**config.mk**
```make
export PLATFORM = sky130hd
export DESIGN_NAME = background_pipeline
export DESIGN_NICKNAME = d
export VERILOG_FILES = /design/src/rtl/background_pipeline.sv
export SDC_FILE = /design/constraint.sdc
export NUM_CORES = 1
export LEC_CHECK = 0
export ABC_AREA = 1
export CORE_AREA = 5 5 137 87
export DETAILED_ROUTE_END_ITERATION = 8
export DIE_AREA = 0 0 142 92
export PLACE_DENSITY = 0.61
export SETUP_SLACK_MARGIN = 0.5
export SYNTH_ARGS = -nofsm -noshare
export SYNTH_HDL_FRONTEND = slang
export SYNTH_SLANG_ARGS = --single-unit
```
**constraint.sdc**
```tcl
create_clock -name clock -period 3.65 [get_ports clock]
set_input_delay 1.095 -clock clock [delete_from_list [all_inputs] [get_ports clock]]
set_output_delay 1.095 -clock clock [all_outputs]
set_load 0.1 [all_outputs]
```
**src/rtl/background_pipeline.sv**
```systemverilog
// rtl/background_pipeline.sv - background tile fetch sequencer and pixel shifters
module background_pipeline #(
  parameter logic [3:0] RESET_PIXEL = 4'h0
) (
  input  logic        clock,
  input  logic        reset_n,
  input  logic        clock_EN,
  input  logic        background_EN,
  input  logic        bgLeft_EN,
  input  logic        bgPatternTable,
  input  logic [2:0]  fineX,
  input  logic [14:0] v,
  input  logic        backgroundFetch_EN,
  input  logic        pixelShifty_EN,
  input  logic        dummyFetch_EN,
  input  logic [7:0]  ppuData,
  output logic [13:0] ppuAddr,
  output logic        ppuRead,
  output logic [3:0]  bgPixel
);

  logic [2:0]  ph, ph_next;
  logic [7:0]  nt, pt_lo;
  logic [1:0]  at, at_bits;
  logic [2:0]  at_s;
  logic [15:0] sh_pat_lo, sh_pat_hi, sh_at_lo, sh_at_hi;
  logic [15:0] pat_lo_next, pat_hi_next, at_lo_next, at_hi_next;
  logic        prefetch_group;
  logic [3:0]  px;
  logic [3:0]  pix_idx;
  logic        fetch_real, shift_en, reload;
  logic [13:0] nt_addr, at_addr, pt_lo_addr, pt_hi_addr;

  assign ppuRead    = backgroundFetch_EN;
  assign fetch_real = backgroundFetch_EN && !dummyFetch_EN;
  assign reload     = fetch_real && (ph == 3'd7);
  assign shift_en   = pixelShifty_EN || (fetch_real && prefetch_group);
  assign at_s       = {v[6], v[1], 1'b0};
  assign at_bits    = ppuData[at_s +: 2];
  assign pix_idx    = {1'b1, ~fineX};

  assign nt_addr    = {2'b10, v[11:0]};
  assign at_addr    = {2'b10, v[11:10], 4'b1111, v[9:7], v[4:2]};
  assign pt_lo_addr = {1'b0, bgPatternTable, nt, 1'b0, v[14:12]};
  assign pt_hi_addr = {1'b0, bgPatternTable, nt, 1'b1, v[14:12]};

  always_comb begin
    ppuAddr = nt_addr;
    if (!dummyFetch_EN) begin
      case (ph[2:1])
        2'd0:    ppuAddr = nt_addr;
        2'd1:    ppuAddr = at_addr;
        2'd2:    ppuAddr = pt_lo_addr;
        default: ppuAddr = pt_hi_addr;
      endcase
    end
  end

  always_comb begin
    ph_next = 3'd0;
    if (backgroundFetch_EN) ph_next = ph + 3'd1;
  end

  // The high pattern byte arrives on the reload edge itself, so it goes straight into its shifter.
  always_comb begin
    pat_lo_next = shift_en ? {sh_pat_lo[14:0], 1'b0} : sh_pat_lo;
    pat_hi_next = shift_en ? {sh_pat_hi[14:0], 1'b0} : sh_pat_hi;
    at_lo_next  = shift_en ? {sh_at_lo[14:0], 1'b0}  : sh_at_lo;
    at_hi_next  = shift_en ? {sh_at_hi[14:0], 1'b0}  : sh_at_hi;
    if (reload) begin
      pat_lo_next = {pat_lo_next[15:8], pt_lo};
      pat_hi_next = {pat_hi_next[15:8], ppuData};
      at_lo_next  = {at_lo_next[15:8], {8{at[0]}}};
      at_hi_next  = {at_hi_next[15:8], {8{at[1]}}};
    end
  end

  always_ff @(posedge clock) begin
    if (!reset_n) begin
      ph             <= 3'd0;
      nt             <= 8'd0;
      at             <= 2'd0;
      pt_lo          <= 8'd0;
      sh_pat_lo      <= 16'd0;
      sh_pat_hi      <= 16'd0;
      sh_at_lo       <= 16'd0;
      sh_at_hi       <= 16'd0;
      prefetch_group <= 1'b0;
      px             <= 4'd0;
      bgPixel        <= RESET_PIXEL;
    end else if (clock_EN) begin
      ph <= ph_next;
      if (backgroundFetch_EN && ph == 3'd1) nt    <= ppuData;
      if (fetch_real && ph == 3'd3)         at    <= at_bits;
      if (fetch_real && ph == 3'd5)         pt_lo <= ppuData;
      sh_pat_lo <= pat_lo_next;
      sh_pat_hi <= pat_hi_next;
      sh_at_lo  <= at_lo_next;
      sh_at_hi  <= at_hi_next;
      if (pixelShifty_EN)  prefetch_group <= 1'b0;
      else if (reload)     prefetch_group <= ~prefetch_group;
      if (!pixelShifty_EN) px <= 4'd0;
      else if (px != 4'd8) px <= px + 4'd1;
      if (pixelShifty_EN) begin
        if (!background_EN || (!bgLeft_EN && px < 4'd8))
          bgPixel <= RESET_PIXEL;
        else
          bgPixel <= {sh_at_hi[pix_idx], sh_at_lo[pix_idx], sh_pat_hi[pix_idx], sh_pat_lo[pix_idx]};
      end
    end
  end

endmodule

```
* Yosys cells after proc, flatten, opt, wreduce, memory -nomap -nowiden
Index checks and enable logic that the tools add are counted.
** Cells by class
- Shift-type cells :: 1
- Multipliers :: 0
- Divide/modulo/power cells :: 0
- Mux-type cells :: 24
- Add/sub/neg operators :: 2
- Eq/ne operators :: 8
- Reductions and logical operators :: 22
- Magnitude comparators :: 2
- Bitwise gates (word level) :: 2
** Operators by type and width (count)
- two-way mux 16 bit :: 4
- one-hot mux 14 bit (3 select lines) :: 1
- two-way mux 8 bit :: 4
- two-way mux 14 bit :: 1
- AND reduction 2 bit :: 7
- binary-select mux 1 bit (select 3 bit) :: 4
- two-way mux 4 bit :: 3
- indexed part select 8 x 4 -> 2 bit :: 1
- logical AND 1 bit :: 7
- equality test 3 bit (second input constant) :: 2
- two-way mux 1 bit :: 6
- less-than comparator 4 x 5 -> 1 bit (second input constant) :: 1
- adder 4 x 1 -> 4 bit (second input constant) :: 1
- less-than comparator 4 bit (second input constant) :: 1
- != test 4 bit (second input constant) :: 1
- nonzero test 2 bit :: 2
- adder 3 x 1 -> 3 bit (second input constant) :: 1
- equality test 3 x 1 -> 1 bit (second input constant) :: 1
- equality test 3 x 2 -> 1 bit (second input constant) :: 1
- logical NOT 1 bit :: 3
- two-way mux 3 bit :: 1
- inverter 3 bit :: 1
- equality test 2 x 1 -> 1 bit (second input constant) :: 1
- equality test 2 bit (second input constant) :: 1
- other kinds (4) :: 5
** Word-level totals
- Output and inout bits :: 19
- Word-level logic and storage cells :: 76
- Memories :: 0
- Bits in latches :: 0
- Memory bits (read-only) :: 0
- Register bits :: 94
- Memory bits (writable) :: 0

* Longest topological paths before layout
- Word-level depth :: 6
- Gate-level depth with buffers :: 9
- Mapped depth without buffers :: 8

* Least setup slack after synthesis
Ideal clock, no wire load.
- Kind :: input -> output
- Start point :: input dummyFetch_EN
- End point :: output ppuAddr[1]
- Setup slack :: -1.051 ns
- Stages :: 4
- Data arrival time :: 3.606 ns
- Data required time :: 2.555 ns
- Path through :: inv_1 > nand2_1 > nand2_1 > o21ai_0
** On the way
- Word-level cells in the longest chain between the ends :: 1
** RTL lines
- start: declaration :: line 15 : input logic dummyFetch_EN,
- two-way mux 14 bit :: line 49 : if (!dummyFetch_EN) begin
- end: declaration :: line 17 : output logic [13:0] ppuAddr,
No other way between the ends.

* Final worst setup path
- Start point :: input v[7]
- End point :: output ppuAddr[3]
** On the way
- Word-level cells in the longest chain between the ends :: 2
** RTL lines
- start: declaration :: line 12 : input logic [14:0] v,
- one-hot mux 14 bit (3 select lines) :: line 50 : case (ph[2:1])
- two-way mux 14 bit :: line 49
No other way between the ends.

==> flow_summary.ini <==
[final_layout]
nets = 794
syn2layout_area_growth_pct = 26.4
drive_above_1_share_pct = 10.7
final_util_pct = 55.8
diodes = 0
fillers = 1036

[routing]
drtPass1Iterations = 4
remaining_drc_errors = 0
via_per_inst = 4.92
drtIter0Drc = 218
wirelength_um = 11600
drtAntennaViolNets = 0
vias = 4412
drt-wirelength-per-cell_um = 12.9

[clock_network]
clock_latency_ns = 0.34
cts_buffer_depth = 2
tritoncts = built
cts_hold_buffers = 0
path_clk_slew_ns = 0.07
numCtsBuffers = 9
cts_num_sinks = 94
root_buffer = clkbuf_16
cts_max_level = 3

[die]
rows = 29
core_region_area_mm2 = 0.0104
fp.dieH_um = 92
ios = 54
die_area_mm2 = 0.0131
initial_utilization_pct = 44.1
die_w_um = 142

[timing]
finalCriticalPeriod_ns = 3.16
skew_ns = 0.00802
worst_pin_slew_ns = 0.700
post-route-period-util_pct = 86.6
worst_slack_ns = 0.490
maxSlewViolCount = 0
fin_tns_setup_ns = 0
max_slew_margin_pct = 52.9
timing.final.setup_violations = 0
rsz0062_at_grt = yes
max_clock_freq_mhz = 316
hold_viol_final = 0

[power]
p_leak_uw = 0.00274
p_sw_share_pct = 28.0
p_comb_share_pct = 15.8
power_density_mw_per_mm2 = 423
ir_worst_vdd_mv = 0.278
pwr-share-clk_pct = 39.1
power.switching_uw = 686
seqPwrFrac_pct = 45.2
intPower_uw = 1760

[setup_path]
slowest_stage = clkdlybuf4s50_1
crit_family = buffers and inverters
crit_chain = clkdlybuf4s50_1, nor2_1, o21ai_4, buf_12
crit_arrival_ns = 2.07
cp.required_ns = 2.55
end_kind = primary output
critPathKind = in2out
crit_fanout = 2
start_kind = primary input
cp_num_buf_inv = 2
critPathMaxStageDelay_ns = 0.53

[placed_design]
place.gp.congestion = 0.794
pre_cts_ws_ns = 0.0576
place_hpwl_um = 8000
portBuffers = 53

[global_route]
antenna_found_initial = 0
grt_pass1_wl_um = 19200
grt.total_usage_pct = 17.7
grt_overflow = 0
grt_max_degree = 75
grt_pass1_vias = 3998

[job]
maxCapViolCount = 0

[yosys]
ys_seq_elements = 94
synth_fp_nets = 756
yosysUniqueCellTypes = 25
ys_seq_area_share_pct = 41.1
syn_area_per_cell_um2 = 6.40
syn-instance-count = 715
syn_area_mm2 = 0.00458
yosysWarnings = 0

[hold_path]
worstHoldPathType = reg2reg

[status]
status = finished clean
-- metal layers --
metal	vias to the layer above	GRT usage [%]	part of all wire [%]
met5	-	0	0
met4	0	4.15	0.96
met3	10	3.79	4.5
met2	108	27.6	43
met1	1991	25.1	51
li1	2303	-	-
-- cells in the mapped netlist --
cell type  count  area [µm²]
o211ai_1       2        15.0
inv_2          4        15.0
nor3_1         1        5.00
nand3_1       57         285
nand4_1        4        25.0
o22a_1         4        35.0
xor2_1         1        8.76
buf_4          4        30.0
a21oi_1       17        85.1
a2bb2oi_1      2        17.5
nor2_2         1        6.26
a22oi_1        3        22.5
o21ai_1        3        15.0
dfxtp_1       94        1880
clkbuf_1      19        71.3
nand2_1      184         691
nand3_2        1        10.0
a211oi_1       1        7.51
ha_1           6        75.1
o21ai_0       57         285
nand2_2        4        25.0
inv_1         64         240
buf_2         10        50.1
buf_6          4        45.0
nor2_1       168         631
-- placed cells by master, fill, tap and decap left out, types with 2 or more instances in the layout --
cell type	synthesis	routed
dfxtp_1	94	94
a22oi_2	0	3
o22a_4	0	4
inv_2	4	5
o211ai_1	2	2
nor2_4	0	2
inv_6	0	3
clkdlybuf4s50_1	0	28
nor2_1	168	166
buf_2	10	2
buf_6	4	4
a2bb2oi_1	2	2
a21oi_1	17	17
inv_1	64	62
dlymetal6s2s_1	0	3
nand4_1	4	4
nand3_2	1	3
buf_4	4	11
nand2_1	184	178
nand2_2	4	6
nand3_1	57	53
nand2_4	0	4
clkbuf_16	0	9
o21ai_4	0	2
buf_12	0	15
o21ai_0	57	55
o21ai_1	3	3
ha_1	6	6
nand3_4	0	2
-- power groups by stage --
| stage | registers, µW | logic (µW) | clock network (µW) |
|---|---|---|---|
| final | 1110 | 386 | 957 |
| after global routing | 1110 | 427 | 1030 |
| after CTS | 1110 | 387 | 982 |
| after detailed placement | 1130 | 382 | 0 |
| after global placement | 1130 | 377 | 0 |
| after floorplan | 1130 | 258 | 0 |
-- cell families (layout without fill, tap and decap cells) --
group	Yosys count	count (layout)	synth area share, %
buf+inv	105	148	9.87
xor+xnor	1	1	0.191
flops	94	94	41.1
compound gates	89	89	10.5
simple gates	420	420	36.6
fa+ha+maj	6	6	1.64
-- repair_timing --
action | 4_1_cts | 5_1_grt
buffers inserted | 0 | 0
pin swaps | 1 | 1
setup endpoints to repair | 14 | 4
gates resized for setup | 23 | 5
gates cloned | 0 | 0
-- layout make-up --
type	count	area, µm²	area share, %
clock buffers	9	225	3.89
well taps	139	174	3.00
flip-flops and latches	94	1880	32.5
repair buffers	64	764	13.2
multi-input cells	516	2400	41.5
clock inverters	7	80.1	1.38
inverters	68	260	4.50
-- final timing paths --
kind	startpoint	endpoint	slack (ns)	cells after the start
worst max-delay path	v[7]	ppuAddr[3]	0.49	4
worst min-delay path	bgPixel[1]	bgPixel[1]	0.46	2
worst max register to register	ph[1]	sh_pat_hi[7]	1.71	9
worst min register to register	bgPixel[1]	bgPixel[1]	0.46	2
-- metrics by stage --
step	instances	hold WS [ns]	power, µW	area (µm²)
after detailed placement	881	0.447	1510	5390
after floorplan	715	0.430	1380	4690
after global placement	881	0.445	1500	5390
after CTS	897	0.457	2480	5770
final	897	0.457	2450	5790
after global routing	897	0.472	2570	5790
-- worst min-delay path, delay by kind of cell, from the launching register on --
| kind | cells | cell delay (ns) |
|---|---|---|
| DFF | 1 | 0.31 |
| and+or+nand+nor | 2 | 0.10 |
-- flip-flops by register name, summed over array words and instances (netlist names) --
signal and cells:
sh_at_hi 16, sh_at_lo 16, sh_pat_hi 16, sh_pat_lo 16, nt 8, pt_lo 8
bgPixel 4, px 4, ph 3, at 2, prefetch_group 1
Note: power is estimated with default switching activity, not from simulation.
